===== src/rtl/render_pkg.sv =====
// render_pkg: shared raster widths, default 640x480 timing and helpers
package render_pkg;

    localparam int X_W     = 11;
    localparam int Y_W     = 12;
    localparam int COLOR_W = 8;

    localparam int DEF_H_ACTIVE = 640;
    localparam int DEF_H_FP     = 16;
    localparam int DEF_H_SYNC   = 96;
    localparam int DEF_H_BP     = 48;
    localparam int DEF_V_ACTIVE = 480;
    localparam int DEF_V_FP     = 10;
    localparam int DEF_V_SYNC   = 2;
    localparam int DEF_V_BP     = 33;

    function automatic int total_len(input int active, input int fp, input int sync, input int bp);
        return active + fp + sync + bp;
    endfunction

endpackage


===== src/rtl/scan_counter.sv =====
// scan_counter: modulo-MOD up counter with a wrap-carry flag
module scan_counter #(
    parameter int MOD = 8,
    parameter int W   = 10
) (
    input  logic         clk,
    input  logic         rst,
    input  logic         en,
    output logic [W-1:0] count,
    output logic         carry
);

    assign carry = count == W'(MOD - 1);

    // count up on en, wrapping to zero after MOD-1
    always_ff @(posedge clk) begin
        if (rst)
            count <= '0;
        else if (en)
            count <= carry ? '0 : count + 1'b1;
    end

endmodule


===== src/rtl/raster_scan_source.sv =====
// raster_scan_source: programmable-timing raster pixel stream generator
module raster_scan_source
    import render_pkg::*;
#(
    parameter int               H_ACTIVE = DEF_H_ACTIVE,
    parameter int               H_FP     = DEF_H_FP,
    parameter int               H_SYNC   = DEF_H_SYNC,
    parameter int               H_BP     = DEF_H_BP,
    parameter int               V_ACTIVE = DEF_V_ACTIVE,
    parameter int               V_FP     = DEF_V_FP,
    parameter int               V_SYNC   = DEF_V_SYNC,
    parameter int               V_BP     = DEF_V_BP,
    parameter bit               SYNC_POL = 1'b0,
    parameter logic [COLOR_W-1:0] BG_R   = 8'h00,
    parameter logic [COLOR_W-1:0] BG_G   = 8'h00,
    parameter logic [COLOR_W-1:0] BG_B   = 8'h00
) (
    input  logic                      clk,
    input  logic                      rst,
    input  logic                      en,
    output logic signed [X_W-1:0]     x,
    output logic signed [Y_W-1:0]     y,
    output logic [COLOR_W-1:0]        r,
    output logic [COLOR_W-1:0]        g,
    output logic [COLOR_W-1:0]        b,
    output logic                      hsync,
    output logic                      vsync,
    output logic                      active,
    output logic                      line_start,
    output logic                      frame_start
);

    localparam int H_TOTAL = total_len(H_ACTIVE, H_FP, H_SYNC, H_BP);
    localparam int V_TOTAL = total_len(V_ACTIVE, V_FP, V_SYNC, V_BP);
    localparam int H_W = 10;
    localparam int V_W = 11;

    localparam logic [H_W-1:0] H_A  = H_W'(H_ACTIVE);
    localparam logic [H_W-1:0] H_S0 = H_W'(H_ACTIVE + H_FP);
    localparam logic [H_W-1:0] H_S1 = H_W'(H_ACTIVE + H_FP + H_SYNC);
    localparam logic [V_W-1:0] V_A  = V_W'(V_ACTIVE);
    localparam logic [V_W-1:0] V_S0 = V_W'(V_ACTIVE + V_FP);
    localparam logic [V_W-1:0] V_S1 = V_W'(V_ACTIVE + V_FP + V_SYNC);

    if (H_TOTAL > 1023 || V_TOTAL > 2047 ||
        H_ACTIVE < 1 || H_FP < 1 || H_SYNC < 1 || H_BP < 1 ||
        V_ACTIVE < 1 || V_FP < 1 || V_SYNC < 1 || V_BP < 1) begin : g_bad_timing
        $error("raster_scan_source: invalid timing parameters");
    end

    logic [H_W-1:0] h;
    logic [V_W-1:0] v;
    logic           h_carry;
    logic           v_carry;
    logic           vis;

    scan_counter #(.MOD(H_TOTAL), .W(H_W)) u_h (
        .clk   (clk),
        .rst   (rst),
        .en    (en),
        .count (h),
        .carry (h_carry)
    );

    scan_counter #(.MOD(V_TOTAL), .W(V_W)) u_v (
        .clk   (clk),
        .rst   (rst),
        .en    (en && h_carry),
        .count (v),
        .carry (v_carry)
    );

    assign vis = (h < H_A) && (v < V_A);

    // present the current (h,v) on en; markers are single-cycle pulses
    always_ff @(posedge clk) begin
        if (rst) begin
            x           <= '0;
            y           <= '0;
            r           <= '0;
            g           <= '0;
            b           <= '0;
            hsync       <= ~SYNC_POL;
            vsync       <= ~SYNC_POL;
            active      <= 1'b0;
            line_start  <= 1'b0;
            frame_start <= 1'b0;
        end else if (en) begin
            x           <= X_W'(h);
            y           <= Y_W'(v);
            r           <= vis ? BG_R : '0;
            g           <= vis ? BG_G : '0;
            b           <= vis ? BG_B : '0;
            hsync       <= (h >= H_S0 && h < H_S1) ? SYNC_POL : ~SYNC_POL;
            vsync       <= (v >= V_S0 && v < V_S1) ? SYNC_POL : ~SYNC_POL;
            active      <= vis;
            line_start  <= h == '0;
            frame_start <= h == '0 && v == '0;
        end else begin
            line_start  <= 1'b0;
            frame_start <= 1'b0;
        end
    end

endmodule


===== config.mk =====
export PLATFORM = sky130hd
export DESIGN_NAME = raster_scan_source
export DESIGN_NICKNAME = d
export VERILOG_FILES = /design/src/rtl/render_pkg.sv /design/src/rtl/scan_counter.sv /design/src/rtl/raster_scan_source.sv
export SDC_FILE = /design/constraint.sdc
export NUM_CORES = 1
export LEC_CHECK = 0
export CORE_UTILIZATION = 44
export DETAILED_ROUTE_END_ITERATION = 7
export PLACE_DENSITY = 0.85
export SKIP_LAST_GASP = 1
export SYNTH_ARGS = -nofsm -noshare
export SYNTH_HDL_FRONTEND = slang
export SYNTH_SLANG_ARGS = --single-unit

===== constraint.sdc =====
create_clock -name clk -period 2.4 [get_ports clk]
set_input_delay 0.36 -clock clk [delete_from_list [all_inputs] [get_ports clk]]
set_output_delay 0.36 -clock clk [all_outputs]
set_load 0.02 [all_outputs]

# Word level (Yosys, flattened, before mapping)
# Index checks and enable logic that the tools add are counted.
# W data, S select, Z words.
# totals
register_bits	47
input_bits	3
out_inout_bits	52
wordCells	32
# classes
addsub	2
n_lt_le_gt_ge	6
eq_ne	2
muxes	4
bitwise_logic	1
reduce_logical	8
# op_table
op	count
$lt A11 B9 Y1 const B	2
$lt A10 B10 Y1 const B	2
$add A11 B1 Y11 const B	1
$eq A11 B10 Y1 const B	1
$ge A11 B9 Y1 const B	1
$logic_not A11 Y1	1
$mux W11	1
$add A10 B1 Y10 const B	1
$eq A10 B10 Y1 const B	1
$ge A10 B10 Y1 const B	1
$logic_not A10 Y1	1
$mux W10	1
$logic_and A1 B1 Y1	5
$mux W1	2
$reduce_or A2 Y1	1
$not A1 Y1	1

# Depth between registers and ports, before layout
# Gate-level depths: netlist (run 1).
# logic_depth
word_depth	3
depth_mapped	7

# Cells and area by module
# Synthesis (run 1) repeated with hierarchy kept, for this count alone.
# unflattened
cells_unflattened	235
hier_area_um2	2185.8
# by_module_without_submodules
module	instances	cells_per_inst	area_each_um2
raster_scan_source	1	126	1199.9
scan_counter at u_v	1	58	521.8
scan_counter at u_h	1	51	464.2

# Least setup slack after synthesis (run 1)
# Ideal clock, no wire load.
# synth_path
path_type	register to register
start	register u_h.count[5]
end	register u_v.count[7]
setup_time_ps	67
arrival_ps	2274
required_time_ps	2333
slack_ps	59
path_stages_with_launch	8
n_path_buf	3
synth_period_minus_slack_ps	2341
path_cell_list	dfxtp_1 -> buf_6 -> or4b_4 -> buf_6 -> or4_1 -> buf_2 -> or4_4 -> a21oi_2
# synth_via
elab_chain_cells	2
# synth_lines
element	line	source
start: declaration	scan_counter.sv:9	output logic [W-1:0] count,
start signal: assignment	scan_counter.sv:20	count <= carry ? '0 : count + 1'b1;
$eq A10 B10 Y1	scan_counter.sv:13	assign carry = count == W'(MOD - 1);
$logic_and A1 B1 Y1	raster_scan_source.sv:68	.en (en && h_carry),
end signal: assignment	scan_counter.sv:20	
end: declaration	scan_counter.sv:9	
# Every way passes these cells.
# A chain may end at the register's enable or synchronous reset.

# Worst setup path in the final report (run 1)
# layout_path
start	register u_h.count[6]
end	register u_v.count[7]
# The elaborated chain is that of the path after synthesis.

==> key figures, run 1 <==
Global route
  – Congestion Overflow GR: 0
  – Largest net degree at the start of global routing: 32
  – Antenna violations before repair: 0
  – Vias in the first global route: 1510
  – Overall routing resource usage: 17.3%
  – First-pass GRT wire length: 7.02 mm

Job
  – Max_cap viols: 0

Clock tree
  – CTS tree: built
  – Clk buf depth: 2
  – Clock sinks: 47
  – Clock transition at path regs: 80 ps
  – Clock buffer count from CTS: 5
  – Post-CTS Setup Inserts: 0
  – # H-tree levels: 2
  – Clock Root Buffer: clkbuf_8
  – Clk Latency, worst-skew pair: 300 ps
  – CTS Hold Bufs: 0
  – PostCTS Resize Cnt: 0

Floorplanning
  – Rows: 25
  – Core ar.: 4820 um^2
  – Total die area: 5420 um^2
  – Die X: 73.6 um
  – Initial core utilization: 46.8%
  – Ports: 55
  – Die Y: 73.6 um

Setup path
  – Crit path kind: flip-flop to flip-flop
  – Worst path bufs/invs: 0
  – CP startpoint kind: flip-flop
  – Reg2reg start: u_h.count[6]
  – Crit path capture type: flip-flop
  – Crit path arrival time: 2490 ps
  – Reg2Reg Setup Slack: 150 ps
  – Crit path max-delay family: simple AND/OR/NAND/NOR gates
  – Worst r2r dst: u_v.count[7]
  – Max FO, Critical Path: 8
  – Cells along the critical path: or4b_4 -> or4_1 -> or4_4 -> a21oi_2
  – CP max-delay cell: or4_1
  – Critical Path RT: 2640 ps
  – Worst reg2reg path depth: 4
  – CP max stage delay: 600 ps

Drt
  – Drt pass-1 iters: 4
  – Post-DRT Antenna Nets: 0
  – Total wire length: 4.28 mm
  – Drt initial violations: 116
  – DR DRC count: 0
  – Routed WL per cell: 12.3 um
  – Vias post-DR: 1740
  – Routed vias/inst: 4.99

Timing
  – RSZ-0062 raised after global routing: false
  – Crit path time final: 2250 ps
  – Setup_tns: 0 ps
  – Final period util: 93.6%
  – # setup viols final: 0
  – Final Skew: 8.39 ps
  – Final Hold Fails: 0
  – Fin. max-slew vios: 0
  – Max Fclk: 445 MHz

Synthesis
  – Async S/R FF share, synth: 0%
  – Post-synth top area cell: dfxtp_1
  – Main synth FF type: dfxtp_1
  – Post-Syn Instances: 246
  – Distinct cell type count after synthesis: 40
  – Yosys warnings: 0
  – Top-count cell post-synth: dfxtp_1
  – Top cells by area, synth: dfxtp_1 42%, mux2i_1 9.8%, buf_4 8.7%
  – Share of the synthesized area in the top cell type: 41.7%
  – Mean Syn Cell Area: 9.17 um^2
  – Synth top cells by count: 47 x dfxtp_1, 39 x nor2_1, 26 x buf_4
  – Register bit total from synthesis: 47
  – Sequential-to-total area share from yosys stat: 41.7%
  – Post-Synthesis Cell Area: 2260 um^2
  – Number of enable flip-flop cells after synthesis: 0

Pwr
  – Total Power: 1.36 mW
  – Peak supply drop: 0.268 mV
  – Leakage: 1.02 nW
  – Pwr Density: 519 nW/um^2

Worst hold path
  – Hold crit path type: flip-flop to flip-flop
  – Hold Startpoint: x[2]
  – WHS Endpoint: x[2]
  – Worst hold path depth: 2

Cells and area
  – Layout cells sized above 1: 12.1%
  – Design area: 2620 um^2
  – N_diodes: 0
  – Post-synthesis to final-layout area growth: 16.1%
  – Final #Nets: 288
  – Fin cells: 349

Place
  – DP Cell Count: 341
  – Placed Area: 2530 um^2
  – Hpwl dp: 3.07 mm
  – Buffers on Ports: 28
  – Placer Congestion: 0.840

Status
  – Status: completed
how the worst max path moves through the flow:
stage | from | to | depth (start not counted)
6_report | u_h.count[6] | u_v.count[7] | 4
5_1_grt | u_h.count[6] | u_v.count[7] | 4
4_1_cts | u_h.count[6] | u_v.count[7] | 4
3_5_place_dp | en | u_v.count[7] | 5
3_3_place_gp | en | u_v.count[7] | 5
2_1_floorplan | u_h.count[5] | u_v.count[7] | 7
worst reg2reg max path, cell delays in order, from the launching register on:
cell and delay [ps]:
dfxtp_1 390, or4b_4 510, or4_1 600, or4_4 560, a21oi_2 130
registers in the layout, indices dropped and copies added, names as in the netlist:
register	flops
line_start	1
active	1
x	10
frame_start	1
y	11
vsync	1
u_h.count	10
hsync	1
u_v.count	11
cells in the final DEF, fill, tap and decap left out, drive strengths merged, types with 2 or more instances in the layout:
cell type,instances
dfxtp,47
nor2,39
clkdlybuf4s50,28
conb,26
mux2i,22
buf,15
a21oi,10
inv,8
xnor2,8
nand2,7
nand3,7
nor4,7
nand4,6
clkbuf,6
nand2b,5
or3,5
xor2,4
ha,4
nor3,3
o21ai,3
nor4b,3
or4,3
or2,2
o31ai,2
and4,2
and3,2
routing by layer:
metal  track usage (%)  part of all wire, %
met1              23.4                   48
met2              25.1                   44
met3              4.12                  4.8
met4              9.62                  2.8
met5                 0                    0
where the power goes:
group	total, mW	switching, mW	leakage, nW	internal (mW)
clock	0.458	0.255	0.0412	0.204
combinational	0.111	0.0776	0.594	0.0339
sequential	0.791	0.00491	0.380	0.786
through the flow:
step                setup slack, ps  hold slack [ps]  utilization [%]
finish                          152              486             54.4
global route                   88.6              506             54.4
CTS                             148              487             54.4
detailed placement             53.3              470             52.6
global placement                101              461             52.6
floorplan                      58.8              484                -
cells by family (layout without fill, tap and decap cells):
family                   after synthesis  after routing  synth area share, %
AO/OA/AOI/OAI                         17             17                 4.83
XOR/XNOR                              12             12                 4.66
adder cells (fa/ha/maj)                4              4                 2.22
buffers and inverters                 48             59                 14.3
flip-flops                            47             47                 41.7
multiplexers                          22             22                 9.76
other                                  1             26                0.166
AND/OR/NAND/NOR                       95             95                 22.4
cell type report:
cell class	count	area [um^2]
clock buffer	6	72.6
clock inverter	2	12.5
fill	447	2200
inverter	8	30.0
multi-input combinational	176	1090
sequential	47	941
tap	67	83.8
timing repair buffer	43	393
(Power assumes the default switching activity.)
==> run 2: changes to the inputs <==
--- a/config.mk
+++ b/config.mk
@@ -7,8 +7,10 @@
 export LEC_CHECK = 0
 export CORE_UTILIZATION = 44
 export DETAILED_ROUTE_END_ITERATION = 7
-export PLACE_DENSITY = 0.85
+export PLACE_DENSITY = 0.86
 export SKIP_LAST_GASP = 1
 export SYNTH_ARGS = -nofsm -noshare
 export SYNTH_HDL_FRONTEND = slang
+export SYNTH_HIERARCHICAL = 1
 export SYNTH_SLANG_ARGS = --single-unit
+export TNS_END_PERCENT = 1
==> key figures, run 2 <==
Global route
  – Congestion Overflow GR: 0 (unchanged)
  – Overall routing resource usage: 15.6% (-1.7 points)
  – Largest net degree at the start of global routing: 25 (-22%)
  – Vias in the first global route: 1398 (-7.4%)
  – First-pass GRT wire length: 6.35 mm (-9.6%)
  – Antenna violations before repair: 0 (unchanged)

Clock tree
  – Clock transition at path regs: 80 ps (about the same)
  – Clock Root Buffer: clkbuf_8
  – CTS tree: built
  – Clk buf depth: 2 (unchanged)
  – PostCTS Resize Cnt: 0 (unchanged)
  – Clk Latency, worst-skew pair: 300 ps (about the same)
  – # H-tree levels: 2 (unchanged)
  – CTS Hold Bufs: 0 (unchanged)
  – Clock buffer count from CTS: 5 (unchanged)
  – Post-CTS Setup Inserts: 0 (unchanged)
  – Clock sinks: 47 (unchanged)

Drt
  – Routed vias/inst: 4.78 (-4.1%)
  – Routed WL per cell: 11.7 um (-4.2%)
  – Vias post-DR: 1573 (-9.6%)
  – Total wire length: 3.86 mm (-9.7%)
  – Post-DRT Antenna Nets: 0 (unchanged)
  – DR DRC count: 0 (unchanged)
  – Drt initial violations: 60 (-48%)
  – Drt pass-1 iters: 4 (unchanged)

Worst hold path
  – Worst hold path depth: 2 (unchanged)
  – Hold crit path type: flip-flop to flip-flop

Cells and area
  – Commonest non-fill, non-tap cell in the layout: nor2_1
  – Post-synthesis to final-layout area growth: 14.3%
  – Most frequent cells in the layout: 48 x nor2_1, 47 x dfxtp_1, 27 x clkdlybuf4s50_1, 26 x conb_1, 23 x mux2i_1
  – Regs by FF count: u_v/count x11, y x11
  – Layout cells sized above 1: 6.87% (-5.2 points)
  – N_diodes: 0 (unchanged)
  – Final #Nets: 267 (-7.3%)

Setup path
  – CP startpoint kind: flip-flop
  – Crit path kind: flip-flop to flip-flop
  – Crit path arrival time: 2320 ps (-170 ps)
  – Crit path capture type: flip-flop
  – Critical Path RT: 2590 ps (-50 ps)
  – CP max stage delay: 430 ps (-170 ps)
  – Cells along the critical path: ha_1 -> nand3_1 -> nor4_2 -> and2_1 -> nand2_1 -> or4_1 -> xor2_1 -> nor2_1
  – Max FO, Critical Path: 7 (-1)
  – CP max-delay cell: or4_1
  – Worst reg2reg path depth: 8 (+4)

Pwr
  – Peak supply drop: 0.398 mV (+49%)
  – Pwr Density: 564 nW/um^2 (+8.6%)
  – Leakage: 0.978 nW (-3.6%)

Synthesis
  – Proportion of synthesized area in mux cells: 10.5% (+0.77 points)
  – Compound-Gate Fraction of Synth Area: 1.20% (-3.6 points)
  – Top cells by area, synth: dfxtp_1 43%, mux2i_1 11%, buf_4 9.3%
  – Main combinational cell family by area after synthesis: simple AND/OR/NAND/NOR gates
  – Post-synth top area cell: dfxtp_1
  – Top-count cell post-synth: nor2_1
  – Post-Syn Instances: 235 (-4.5%)
  – Simple-gate share of the synthesized area: 23.1% (+0.72 points)
  – Adder-cell share of the synthesized area: 1.72% (-0.50 points)
  – Mean Syn Cell Area: 9.30 um^2 (+1.4%)
  – Sequential-to-total area share from yosys stat: 43.0% (+1.3 points)
  – Number of enable flip-flop cells after synthesis: 0 (unchanged)
  – Main synth FF type: dfxtp_1
  – Yosys warnings: 6 (+6)
  – Synth top cells by count: 48 x nor2_1, 47 x dfxtp_1, 27 x buf_4
  – Register bit total from synthesis: 47 (unchanged)
  – XOR/XNOR Fraction of Synth Area: 7.61% (+3.0 points)
  – Distinct cell type count after synthesis: 33 (-18%)
  – Post-Synthesis Cell Area: 2190 um^2 (-3.1%)
  – Async S/R FF share, synth: 0% (unchanged)
  – Share of the synthesized area in the top cell type: 43.0% (+1.3 points)

Timing
  – Final Hold Fails: 0 (unchanged)
  – Max Fclk: 469 MHz (+5.5%)
  – Hold_ws: 477 ps (-9.18 ps)
  – # setup viols final: 0 (unchanged)
  – Fin. max-slew vios: 0 (unchanged)
  – Final Skew: 5.85 ps (-2.54 ps)
  – Crit path time final: 2130 ps (-117 ps)
  – Final period util: 88.8% (-4.9 points)
  – RSZ-0062 raised after global routing: false
  – Setup_tns: 0 ps (unchanged)

Floorplanning
  – Ports: 55 (unchanged)
  – Die X: 72.5 um (-1.5%)
  – Total die area: 5250 um^2 (-3.0%)
  – Initial core utilization: 46.0% (-0.86 points)
  – Rows: 25 (unchanged)
  – Core ar.: 4750 um^2 (-1.3%)
  – Die Y: 72.5 um (-1.5%)

Place
  – Hpwl dp: 2.78 mm (-9.5%)
  – Placer Congestion: 0.941 (+12%)
  – Buffers on Ports: 28 (unchanged)

Job
  – Max_cap viols: 0 (unchanged)

Status
  – Status: completed
[run 2: worst paths after layout]
| check | slack (ps) | end | start |
|---|---|---|---|
| max reg2reg | 270 | u_v/count[10] | u_h/count[0] |
| min reg2reg | 480 | active | active |
| max | 270 | u_v/count[10] | u_h/count[0] |
| min | 480 | active | active |
[run 2: layout make-up]
class / instances / area (um^2)
Clock buffer: 8 / 100
Inverter: 5 / 18.8
Tap cell: 67 / 83.8
Timing Repair Buffer: 30 / 290
Fill cell: 447 / 2260
Multi-Input combinational cell: 172 / 1060
Sequential cell: 47 / 941
[run 2: cell families (layout without fill, tap and decap cells)]
| logic type | count (synthesis) | after routing |
|---|---|---|
| DFF | 47 | 47 |
| adders and majority gates | 3 | 3 |
| AOI/OAI and AO/OA | 4 | 4 |
| and+or+nand+nor | 97 | 97 |
| muxes | 23 | 23 |
| xor gates and xnor gates | 19 | 19 |
| buffers and inverters | 41 | 43 |
| other | 1 | 26 |
[run 2: per-stage QoR]
stage                     cells  util (%)  total power [mW]  setup slack [ps]  cell area (um^2)
after floorplan             260         -             0.936               388              2280
after global placement      321      50.4             0.921               374              2400
after detailed placement    321      50.4             0.923               287              2400
after CTS                   329      52.5              1.43               276              2500
after global routing        329      52.5              1.47              76.3              2500
final                       329      52.5              1.41               269              2500
[run 2: power breakdown]
| part | internal (mW) | switching (mW) |
|---|---|---|
| logic | 0.0313 | 0.0774 |
| registers | 0.788 | 0.00748 |
| clock network | 0.263 | 0.241 |
[run 2: per-layer routing]
metal	up-vias	track usage, %	share of wire (%)
met4	0	7.41	1.2
met1	725	19.2	47
met3	5	3.89	6.0
met2	51	25.5	46
met5	-	0	0
li1	792	-	-
[run 2: worst max-delay path: cells and delay by family (launching register included)]
kind / cells / cell delay, ps
fa+ha+maj: 1 / 250
simple gates: 6 / 1200
flops: 1 / 420
xor+xnor: 1 / 140
==> run 3: changes to the inputs <==
--- a/config.mk
+++ b/config.mk
@@ -7,8 +7,10 @@
 export LEC_CHECK = 0
 export CORE_UTILIZATION = 44
 export DETAILED_ROUTE_END_ITERATION = 7
+export HOLD_SLACK_MARGIN = 0.15
 export PLACE_DENSITY = 0.86
 export SKIP_LAST_GASP = 1
+export SLEW_MARGIN = 20
 export SYNTH_ARGS = -nofsm -noshare
 export SYNTH_HDL_FRONTEND = slang
 export SYNTH_HIERARCHICAL = 1
==> results of run 3 <==
No change in the layout: final DEF, timing and power equal those of run 2.
